**config.mk**
```make
export PLATFORM = sky130hd
export DESIGN_NAME = tdm_demux_1to4
export DESIGN_NICKNAME = d
export VERILOG_FILES = /design/src/rtl/tdm_demux_1to4.sv
export SDC_FILE = /design/constraint.sdc
export NUM_CORES = 1
export LEC_CHECK = 0
export CORE_MARGIN = 5
export CORE_UTILIZATION = 60
export CTS_BUF_LIST = sky130_fd_sc_hd__clkbuf_8
export DETAILED_ROUTE_END_ITERATION = 8
export HOLD_SLACK_MARGIN = 0.15
export PLACE_DENSITY_LB_ADDON = 0.05
export SYNTH_ARGS = -nofsm -noshare
export SYNTH_HDL_FRONTEND = slang
export SYNTH_SLANG_ARGS = --single-unit
```
**constraint.sdc**
```tcl
create_clock -name clk -period 5.4 [get_ports clk]
set_input_delay 0.81 -clock clk [delete_from_list [all_inputs] [get_ports clk]]
set_output_delay 0.81 -clock clk [all_outputs]
set_load 0.01 [all_outputs]
```
**src/rtl/tdm_demux_1to4.sv**
```systemverilog
// 4-channel TDM receiver: tracks the transmitter's rotating slot select,
// collects one serial bit per slot and publishes a registered 4-bit frame word.
module tdm_demux_1to4 #(
    parameter int HOLD = 1,
    parameter int HCW  = 8
) (
    input  logic       clk,
    input  logic       rst_n,
    input  logic       EN,
    input  logic       SYNC,
    input  logic       D,
    output logic [1:0] S,
    output logic [3:0] Y,
    output logic       VALID,
    output logic       LOCK,
    output logic       ERR
);

    localparam logic [HCW-1:0] HLAST = HCW'(HOLD - 1);

    typedef enum logic {HUNT = 1'b0, LOCKED = 1'b1} state_t;

    state_t         r_state, w_state_nxt;
    logic [1:0]     r_s;
    logic [HCW-1:0] r_hc;
    logic [2:0]     r_shadow;
    logic [3:0]     r_y;
    logic           r_valid, r_err;

    logic w_samp_pt, w_bound, w_start, w_lost, w_run, w_err, w_lock;

    always_ff @(posedge clk or negedge rst_n) begin
        if (!rst_n) r_state <= HUNT;
        else        r_state <= w_state_nxt;
    end

    always_comb begin
        w_state_nxt = r_state;
        case (r_state)
            HUNT:    if (EN && SYNC) w_state_nxt = LOCKED;
            LOCKED:  if (w_lost)     w_state_nxt = HUNT;
            default: w_state_nxt = HUNT;
        endcase
    end

    // w_start: this EN cycle becomes cycle 0 of slot 0 (acquire or realign)
    always_comb begin
        w_samp_pt = (r_hc == HLAST);
        w_bound   = (r_s == 2'd0) && (r_hc == '0);
        w_start   = EN && SYNC && ((r_state == HUNT) || !w_bound);
        w_lost    = EN && (r_state == LOCKED) && !SYNC && w_bound;
        w_run     = EN && (r_state == LOCKED) && !w_start && !w_lost;
        w_err     = w_lost || (EN && (r_state == LOCKED) && SYNC && !w_bound);
        w_lock    = (r_state == LOCKED);
    end

    always_ff @(posedge clk or negedge rst_n) begin
        if (!rst_n) begin
            r_s      <= 2'd0;
            r_hc     <= '0;
            r_shadow <= 3'b000;
            r_y      <= 4'b0000;
            r_valid  <= 1'b0;
            r_err    <= 1'b0;
        end else begin
            r_valid <= 1'b0;
            r_err   <= EN && w_err;
            if (w_start) begin
                if (HOLD == 1) begin
                    r_shadow[0] <= D;
                    r_s         <= 2'd1;
                    r_hc        <= '0;
                end else begin
                    r_s  <= 2'd0;
                    r_hc <= HCW'(1);
                end
            end else if (w_lost) begin
                r_s  <= 2'd0;
                r_hc <= '0;
            end else if (w_run) begin
                if (w_samp_pt) begin
                    case (r_s)
                        2'd0: r_shadow[0] <= D;
                        2'd1: r_shadow[1] <= D;
                        2'd2: r_shadow[2] <= D;
                        default: begin
                            r_y     <= {D, r_shadow};
                            r_valid <= 1'b1;
                        end
                    endcase
                    r_s  <= r_s + 2'd1;
                    r_hc <= '0;
                end else begin
                    r_hc <= r_hc + HCW'(1);
                end
            end
        end
    end

    assign S     = r_s;
    assign Y     = r_y;
    assign VALID = r_valid;
    assign ERR   = r_err;
    assign LOCK  = w_lock;

endmodule

```
==> results of run 1 <==
-- state kept, by name, indices dropped and copies added (netlist names) --
register	cells
r_hc	8
S	2
Y	4
LOCK	1
r_shadow	3
ERR	1
VALID	1
-- worst paths after layout --
kind	slack, ns	cells after the start	startpoint	end
setup / recovery	3.04	5	EN	Y[0]
hold / removal	0.49	1	r_shadow[2]	Y[2]
setup reg to reg	3.29	6	r_hc[0]	Y[0]
hold reg to reg	0.49	1	r_shadow[2]	Y[2]
max in group asynchronous	3.85	1	rst_n	ERR
min in group asynchronous	1.03	1	rst_n	Y[2]
-- critical path, cell delays in order --
cell and delay, ns:
clkdlybuf4s50_1 0.64, nand2_1 0.19, nor4_4 0.39, nand2_2 0.14, mux2_1 0.33
-- power by group --
part | switching [W] | internal [W] | total (W)
sequential | 0.0000398 | 0.000191 | 0.000231
combinational | 0.000112 | 0.000122 | 0.000234
clock | 0.0000492 | 0.0000990 | 0.000148
total | 0.000201 | 0.000413 | 0.000613
-- kinds of logic after synthesis --
logic type               count (synthesis)  share of synthesized area (%)
multiplexers                             7                           7.65
buffers and inverters                    8                           2.91
flip-flops                              20                           48.5
XOR/XNOR                                 9                           7.65
adder cells (fa/ha/maj)                  7                           8.49
AND/OR/NAND/NOR                         35                           18.0
AO/OA/AOI/OAI                           10                           6.80
-- metal layers --
| metal | routed length (um) | up-vias | part of all wire (%) | global-route usage [%] |
|---|---|---|---|---|
| li1 | - | 355 | - | - |
| met2 | 821 | 11 | 47 | 25.6 |
| met4 | 45 | 0 | 2.6 | 9.61 |
| met5 | 0 | - | 0 | 0 |
| met3 | 86 | 5 | 4.9 | 3.21 |
| met1 | 797 | 333 | 46 | 19.8 |
-- cell type report --
class | count | share of cell area [%]
Sequential cell | 20 | 40.2
Timing Repair Buffer | 13 | 10.4
Inverter | 6 | 1.81
Clock buffer | 3 | 3.31
Multi-Input combinational cell | 68 | 40.2
Tap cell | 17 | 1.71
Clock inverter | 1 | 2.41
-- placed cells by master, fill, tap and decap left out --
| cell type | n |
|---|---|
| dfrtp_1 | 20 |
| nor2_1 | 13 |
| clkdlybuf4s50_1 | 13 |
| xnor2_1 | 7 |
| ha_1 | 7 |
| inv_1 | 6 |
| nand2_1 | 6 |
| nand3_1 | 5 |
| mux2_1 | 4 |
| nor3_1 | 3 |
| mux2_2 | 3 |
| clkbuf_8 | 3 |
| a22o_1 | 2 |
| xor2_1 | 2 |
| a21oi_1 | 2 |
| o21ai_0 | 2 |
| or4b_4 | 1 |
| or3_1 | 1 |
| nor4_4 | 1 |
| and2_2 | 1 |
| a41o_1 | 1 |
| a21o_1 | 1 |
| o21a_1 | 1 |
| nand4_1 | 1 |
| o211ai_1 | 1 |
| nor4_1 | 1 |
| nand2_2 | 1 |
| and3_1 | 1 |
| bufinv_16 | 1 |
-- through the flow --
| step | setup slack, ns | power (W) | hold slack, ns | cells |
|---|---|---|---|---|
| after global routing | 2.92 | 0.000660 | 0.514 | 128 |
| after global placement | 2.85 | 0.000462 | 0.464 | 124 |
| after detailed placement | 2.78 | 0.000466 | 0.473 | 124 |
| after CTS | 3.04 | 0.000619 | 0.491 | 128 |
| final | 3.04 | 0.000613 | 0.491 | 128 |
| after floorplan | 3.29 | 0.000377 | 0.452 | 96 |
==> impl_metrics.env, run 1 <==
export IMPL_yosys_top_cells_area="dfrtp_1, ha_1, xnor2_1"
export IMPL_clockBufferDepth=2
export IMPL_yosys_most_used_dff="dfrtp_1"
export IMPL_drtAntennaViolNets=0
export IMPL_worstPathRequired_ns=5.55
export IMPL_grt_use_total_pct=16.0
export IMPL_ir_worst_vdd_v=0.000357
export IMPL_grt_max_degree=21
export IMPL_synth_area_um2=1030
export IMPL_async_flop_share_pct=100
export IMPL_cts_tree="yes"
export IMPL_cp_arrival_ns=2.50
export IMPL_die_w_um=51.5
export IMPL_core_rowCount=15
export IMPL_yosysTopAreaCell="dfrtp_1"
export IMPL_design_core_area_um2=1670
export IMPL_syn_mean_instance_area_um2=10.7
export IMPL_synth_most_common_cell="dfrtp_1"
export IMPL_hold_class="flop to flop"
export IMPL_synth_common_cells="dfrtp_1, nor2_1, ha_1, xnor2_1"
export IMPL_die_height_um=51.5
export IMPL_setup_tns_final_ns=0
export IMPL_synthCells=96
export IMPL_drcViolationCount=0
export IMPL_grt_pass1_vias=698
export IMPL_first_iter_violations=2
export IMPL_overflow=0
export IMPL_htreeDepth=1
export IMPL_antenna_found_initial=0
export IMPL_post_drt_wl_per_cell_um=13.7
export IMPL_syn_to_final_growth_pct=20.9
export IMPL_synth_edf_count=0
export IMPL_max_cap_violations=0
export IMPL_seqCellArea_um2=500
export IMPL_cts_hold_buffers_added=0
export IMPL_io_pins=14
export IMPL_firstDrtPassIters=2
export IMPL_dr_total_vias=704
export IMPL_min_period_ns=2.36
export IMPL_totalWireLength_um=1750
export IMPL_slew_headroom_pct=44.1
export IMPL_synth_top_area_share_pct=48.5
export IMPL_start_util_pct=61.7
export IMPL_fillers=119
export IMPL_syn_nets=108
export IMPL_netlist_cell_type_count=27
export IMPL_skew_ns=0.00597
export IMPL_multiInputGateArea_um2=500
export IMPL_timing_final_crit_share_pct=43.6
export IMPL_yosysSeqAreaShare_pct=48.5
export IMPL_power_density_nw_per_um2=492
export IMPL_cts_setup_buffers=0
export IMPL_fmax_mhz=424
export IMPL_grt_first_pass_wirelength_um=3130
export IMPL_setup_viol=0
export IMPL_nets=124
export IMPL_yosys_warnings=0
export IMPL_status="completed"
export IMPL_port_buffers=13
export IMPL_clkSinkCount=20
export IMPL_cts_root_buffer="clkbuf_8"
export IMPL_total_leakage_power_nw=0.578
export IMPL_ys_ff_latch=20
export IMPL_design_die_area_um2=2650
export IMPL_antenna_cells=0
export IMPL_worst_pin_slew_ns=0.836
export IMPL_insertion_delay_ns=0.26
export IMPL_cts_made_buffers=3
export IMPL_end_kind="flop"
export IMPL_slew_violations=0
export IMPL_rsz0062_at_grt="false"
export IMPL_finalHoldViolCount=0
export IMPL_worstSetupPathType="primary input to flop"
export IMPL_critPathMaxFanout=10
export IMPL_drive_gt1_share_pct=9.91
export IMPL_clkSlewWorstSetupHoldPaths_ns=0.07
export IMPL_dpl_hpwl_um=1290
export IMPL_dpl_instance_area_um2=1170
export IMPL_stdcell_area_um2=1250
export IMPL_via_per_inst=5.50
export IMPL_startpoint_type="primary input"
export IMPL_cts_resized=0
export IMPL_postLayoutCoreUtil_pct=74.6
export IMPL_gp_congestion=0.875
No activity file was read; power rests on OpenSTA's default activity.
==> run 2, diff against run 1 <==
CORE_ASPECT_RATIO = 1.4   (was not set)
CORE_UTILIZATION = 55   (was 60)
clock period = 2.3 ns   (was 5.4 ns; I/O delays follow)
==> run 2 against run 1 <==
- total power rose by 140%
- sequential share of layout area fell by 0.60 points
- design area rose by 1.5%
- critical path depth rose by 1
- critical endpoint unchanged
==> impl_metrics.env, run 2 (same netlist as run 1, synthesis figures left out) <==
export IMPL_io_pins=14
export IMPL_startpoint_type="flop"
export IMPL_drive_gt1_share_pct=11.5
export IMPL_setup_viol=0
export IMPL_grt_first_pass_wirelength_um=3220
export IMPL_timing_final_crit_share_pct=92.5
export IMPL_drtAntennaViolNets=0
export IMPL_worst_pin_slew_ns=0.587
export IMPL_clkSlewWorstSetupHoldPaths_ns=0.08
export IMPL_cts_made_buffers=3
export IMPL_reg2regPathDepth=6
export IMPL_crit_end="Y[0]"
export IMPL_power_density_nw_per_um2=1140
export IMPL_drcViolationCount=0
export IMPL_design_die_area_um2=2850
export IMPL_total_leakage_power_nw=0.587
export IMPL_worstSetupPathType="flop to flop"
export IMPL_rsz0062_at_grt="false"
export IMPL_ir_worst_vdd_v=0.000729
export IMPL_skew_ns=0.00529
export IMPL_die_height_um=61.2
export IMPL_setup_tns_final_ns=0
export IMPL_clockBufferDepth=2
export IMPL_slew_violations=0
export IMPL_critPathMaxFanout=4
export IMPL_max_cap_violations=0
export IMPL_insertion_delay_ns=0.26
export IMPL_crit_start="r_hc[0]"
export IMPL_worstPathRequired_ns=2.45
export IMPL_nets=126
export IMPL_finalHoldViolCount=0
export IMPL_rr_endpoint="Y[0]"
export IMPL_status="completed"
export IMPL_cts_resized=0
export IMPL_dr_total_vias=716
export IMPL_core_rowCount=18
export IMPL_mostFrequentLayoutCell="dfrtp_1"
export IMPL_firstDrtPassIters=2
export IMPL_antenna_found_initial=0
export IMPL_first_iter_violations=10
export IMPL_design_core_area_um2=1780
export IMPL_hold_class="primary input to asynchronous set/reset pin"
export IMPL_clkSinkCount=20
export IMPL_htreeDepth=1
export IMPL_slew_headroom_pct=60.4
export IMPL_end_kind="flop"
export IMPL_grt_use_total_pct=16.3
export IMPL_die_w_um=46.6
export IMPL_fillers=137
export IMPL_mostFrequentLayoutCells="dfrtp_1, nor2_1, clkdlybuf4s50_1, xnor2_1, ha_1"
export IMPL_rrSetupSlack_ns=0.17
export IMPL_finalPower_w=0.00144
export IMPL_cts_tree="yes"
export IMPL_port_buffers=13
export IMPL_post_drt_wl_per_cell_um=14.3
export IMPL_top_register="r_hc"
export IMPL_via_per_inst=5.38
export IMPL_gp_congestion=0.762
export IMPL_postLayoutCoreUtil_pct=71.1
export IMPL_cts_root_buffer="clkbuf_8"
export IMPL_largest_reg_flops=8
export IMPL_antenna_cells=0
export IMPL_grt_pass1_vias=739
export IMPL_totalWireLength_um=1910
export IMPL_start_util_pct=57.9
export IMPL_r2r_start="r_hc[0]"
export IMPL_cts_setup_buffers=0
export IMPL_cp_arrival_ns=2.28
export IMPL_dpl_hpwl_um=1410
export IMPL_syn_to_final_growth_pct=22.7
export IMPL_pre_cts_ws_ns=0.167
export IMPL_overflow=0
export IMPL_fin_ws_ns=0.172
export IMPL_cts_hold_buffers_added=0
export IMPL_fmax_mhz=470
export IMPL_min_period_ns=2.13
export IMPL_grt_max_degree=21
[run 2: cell count changes in the layout (fill, tap and decap cells not counted), sizes merged]
| cell | previous run | this run |
|---|---|---|
| buf | 0 | 2 |
[run 2: layer usage]
metal / track usage [%] / vias up / share of wire [%]
met5: 0 / - / 0
met4: 7.32 / 0 / 1.3
met3: 3.51 / 4 / 4.2
met2: 29.9 / 10 / 54
met1: 17.2 / 341 / 41
li1: - / 361 / -
[run 2: worst max-delay path, cell delays in order (launching register included)]
cell and delay [ns]:
dfrtp_1 0.41, inv_1 0.12, ha_1 0.16, or4b_4 0.50, nor4_4 0.35, nand2_2 0.15
mux2_1 0.33
[run 2: metrics by stage]
step                hold WS [ns]  std cells  area (um2)
finish                     0.427        133        1260
global route               0.461        133        1260
CTS                        0.438        133        1260
detailed placement         0.476        129        1190
global placement           0.462        129        1190
floorplan                 0.0494         96        1030
[run 2: cell type report]
class	instances	area [um2]	area share (%)
multi-input combinational	68	500	39.6
clock buffer	3	41.3	3.26
timing repair buffer	15	145	11.5
tap	20	25.0	1.98
inverter	6	22.5	1.78
sequential	20	500	39.6
clock inverter	1	30.0	2.37
[run 2: report_power, final]
part / switching [W] / internal (W) / leakage, nW
Clock: 0.000120 / 0.000233 / 0.0357
Sequential: 0.0000949 / 0.000449 / 0.261
Combinational: 0.000260 / 0.000287 / 0.291
[run 2: how the worst min path moves through the flow]
stage,endpoint,cells past startpoint
after global routing,r_shadow[0],2
final,r_shadow[2],2
after CTS,r_hc[6],2
after global placement,Y[0],1
after detailed placement,Y[1],1
after floorplan,ERR,0
==> run 3, diff against run 2 <==
CORE_UTILIZATION = 53   (was 55)
==> run 3 against run 2 <==
- hold slack lost 0.0040 ns
- sequential power is essentially flat
- largest power group unchanged
- total power grew 0.48%
- clock-buffer cell count is the same
- via count grew 1.4%
==> impl_metrics.env, run 3 (same netlist as run 1, synthesis figures left out) <==
export IMPL_status="completed"
export IMPL_drive_gt1_share_pct=11.5
export IMPL_nets=126
export IMPL_max_cap_violations=0
export IMPL_dpl_instance_area_um2=1190
export IMPL_stdcell_area_um2=1270
export IMPL_design_core_area_um2=1900
export IMPL_design_die_area_um2=2940
export IMPL_antenna_found_initial=0
export IMPL_cts_setup_buffers=0
export IMPL_skew_ns=0.00325
export IMPL_r2r_start="r_hc[0]"
export IMPL_rr_endpoint="Y[1]"
export IMPL_top_register="r_hc"
export IMPL_cp_slowest_stage_delay_ns=0.50
export IMPL_firstDrtPassIters=4
export IMPL_largest_reg_flops=8
export IMPL_mostFrequentLayoutCell="dfrtp_1"
export IMPL_critPathMaxFanout=4
export IMPL_syn_to_final_growth_pct=22.8
export IMPL_reg2regPathDepth=6
export IMPL_startpoint_type="flop"
export IMPL_finalPower_w=0.00145
export IMPL_crit_slowest_cell="or4b_4"
export IMPL_die_w_um=47.3
export IMPL_die_height_um=62.2
export IMPL_totalWireLength_um=2000
export IMPL_mostFrequentLayoutCells="dfrtp_1, nor2_1, clkdlybuf4s50_1, xnor2_1, ha_1"
export IMPL_via_per_inst=5.42
export IMPL_critPathTopFamily="simple AND/OR/NAND/NOR gates"
export IMPL_setup_viol=0
export IMPL_dr_total_vias=726
export IMPL_pre_cts_ws_ns=0.175
export IMPL_cts_tree="yes"
export IMPL_slew_headroom_pct=58.2
export IMPL_cp_arrival_ns=2.27
export IMPL_ir_worst_vdd_v=0.000670
export IMPL_antenna_cells=0
export IMPL_setup_tns_final_ns=0
export IMPL_grt_max_degree=21
export IMPL_grt_use_total_pct=15.9
export IMPL_post_drt_wl_per_cell_um=14.9
export IMPL_clkSinkCount=20
export IMPL_cts_resized=0
export IMPL_clockBufferDepth=2
export IMPL_cts_made_buffers=3
export IMPL_core_rowCount=19
export IMPL_dpl_hpwl_um=1510
export IMPL_rrSetupSlack_ns=0.18
export IMPL_hold_class="primary input to asynchronous set/reset pin"
export IMPL_drcViolationCount=0
export IMPL_rsz0062_at_grt="false"
export IMPL_cp_num_buf_inv=1
export IMPL_cts_hold_buffers_added=0
export IMPL_slew_violations=0
export IMPL_start_util_pct=54.2
export IMPL_end_kind="flop"
export IMPL_first_iter_violations=16
export IMPL_overflow=0
export IMPL_htreeDepth=1
export IMPL_port_buffers=13
export IMPL_cts_root_buffer="clkbuf_8"
export IMPL_fmax_mhz=471
export IMPL_worst_pin_slew_ns=0.620
export IMPL_fin_ws_ns=0.176
export IMPL_min_period_ns=2.12
export IMPL_insertion_delay_ns=0.26
export IMPL_total_leakage_power_nw=0.587
export IMPL_worstSetupPathType="flop to flop"
export IMPL_clkSlewWorstSetupHoldPaths_ns=0.08
export IMPL_grt_first_pass_wirelength_um=3440
export IMPL_finalHoldViolCount=0
export IMPL_crit_chain="inv_1 > ha_1 > or4b_4 > nor4_4 > nand2_2 > mux2_1"
export IMPL_io_pins=14
export IMPL_timing_final_crit_share_pct=92.4
export IMPL_power_density_nw_per_um2=1150
export IMPL_grt_pass1_vias=794
export IMPL_gp_congestion=0.758
export IMPL_drtAntennaViolNets=0
export IMPL_worstPathRequired_ns=2.45
-- run 3: area by class of cell --
type,instances,area [um2]
Sequential cell,20,500
Fill cell,153,636
Timing Repair Buffer,15,145
Clock buffer,3,41.3
Inverter,6,22.5
Multi-Input combinational cell,68,500
Clock inverter,1,30.0
Tap cell,21,26.3
-- run 3: metrics by stage --
step                util (%)  std cells  hold slack, ns
floorplan                  -         96          0.0494
global placement        62.8        130           0.463
detailed placement      62.8        130           0.477
CTS                     66.6        134           0.439
global route            66.6        134           0.438
finish                  66.6        134           0.423
-- run 3: how the worst max path moves through the flow --
stage / depth (start not counted) / slack, ns / startpoint / end
2_1_floorplan: 6 / 0.31 / r_hc[0] / Y[0]
3_3_place_gp: 6 / 0.25 / r_hc[0] / Y[2]
3_5_place_dp: 6 / 0.17 / r_hc[0] / Y[1]
4_1_cts: 6 / 0.16 / r_hc[0] / Y[1]
5_1_grt: 6 / 0.03 / r_hc[0] / Y[1]
6_report: 6 / 0.18 / r_hc[0] / Y[1]
-- run 3: metal layers --
metal | global-route usage, % | part of all wire, % | vias up
li1 | - | - | 356
met4 | 6.23 | 1.9 | 0
met3 | 2.60 | 4.0 | 5
met2 | 28.7 | 57 | 11
met1 | 16.9 | 38 | 354
met5 | 0 | 0 | -
-- run 3: power by group --
group / internal [W] / switching (W)
logic: 0.000288 / 0.000264
clock network: 0.000233 / 0.000122
registers: 0.000449 / 0.0000952
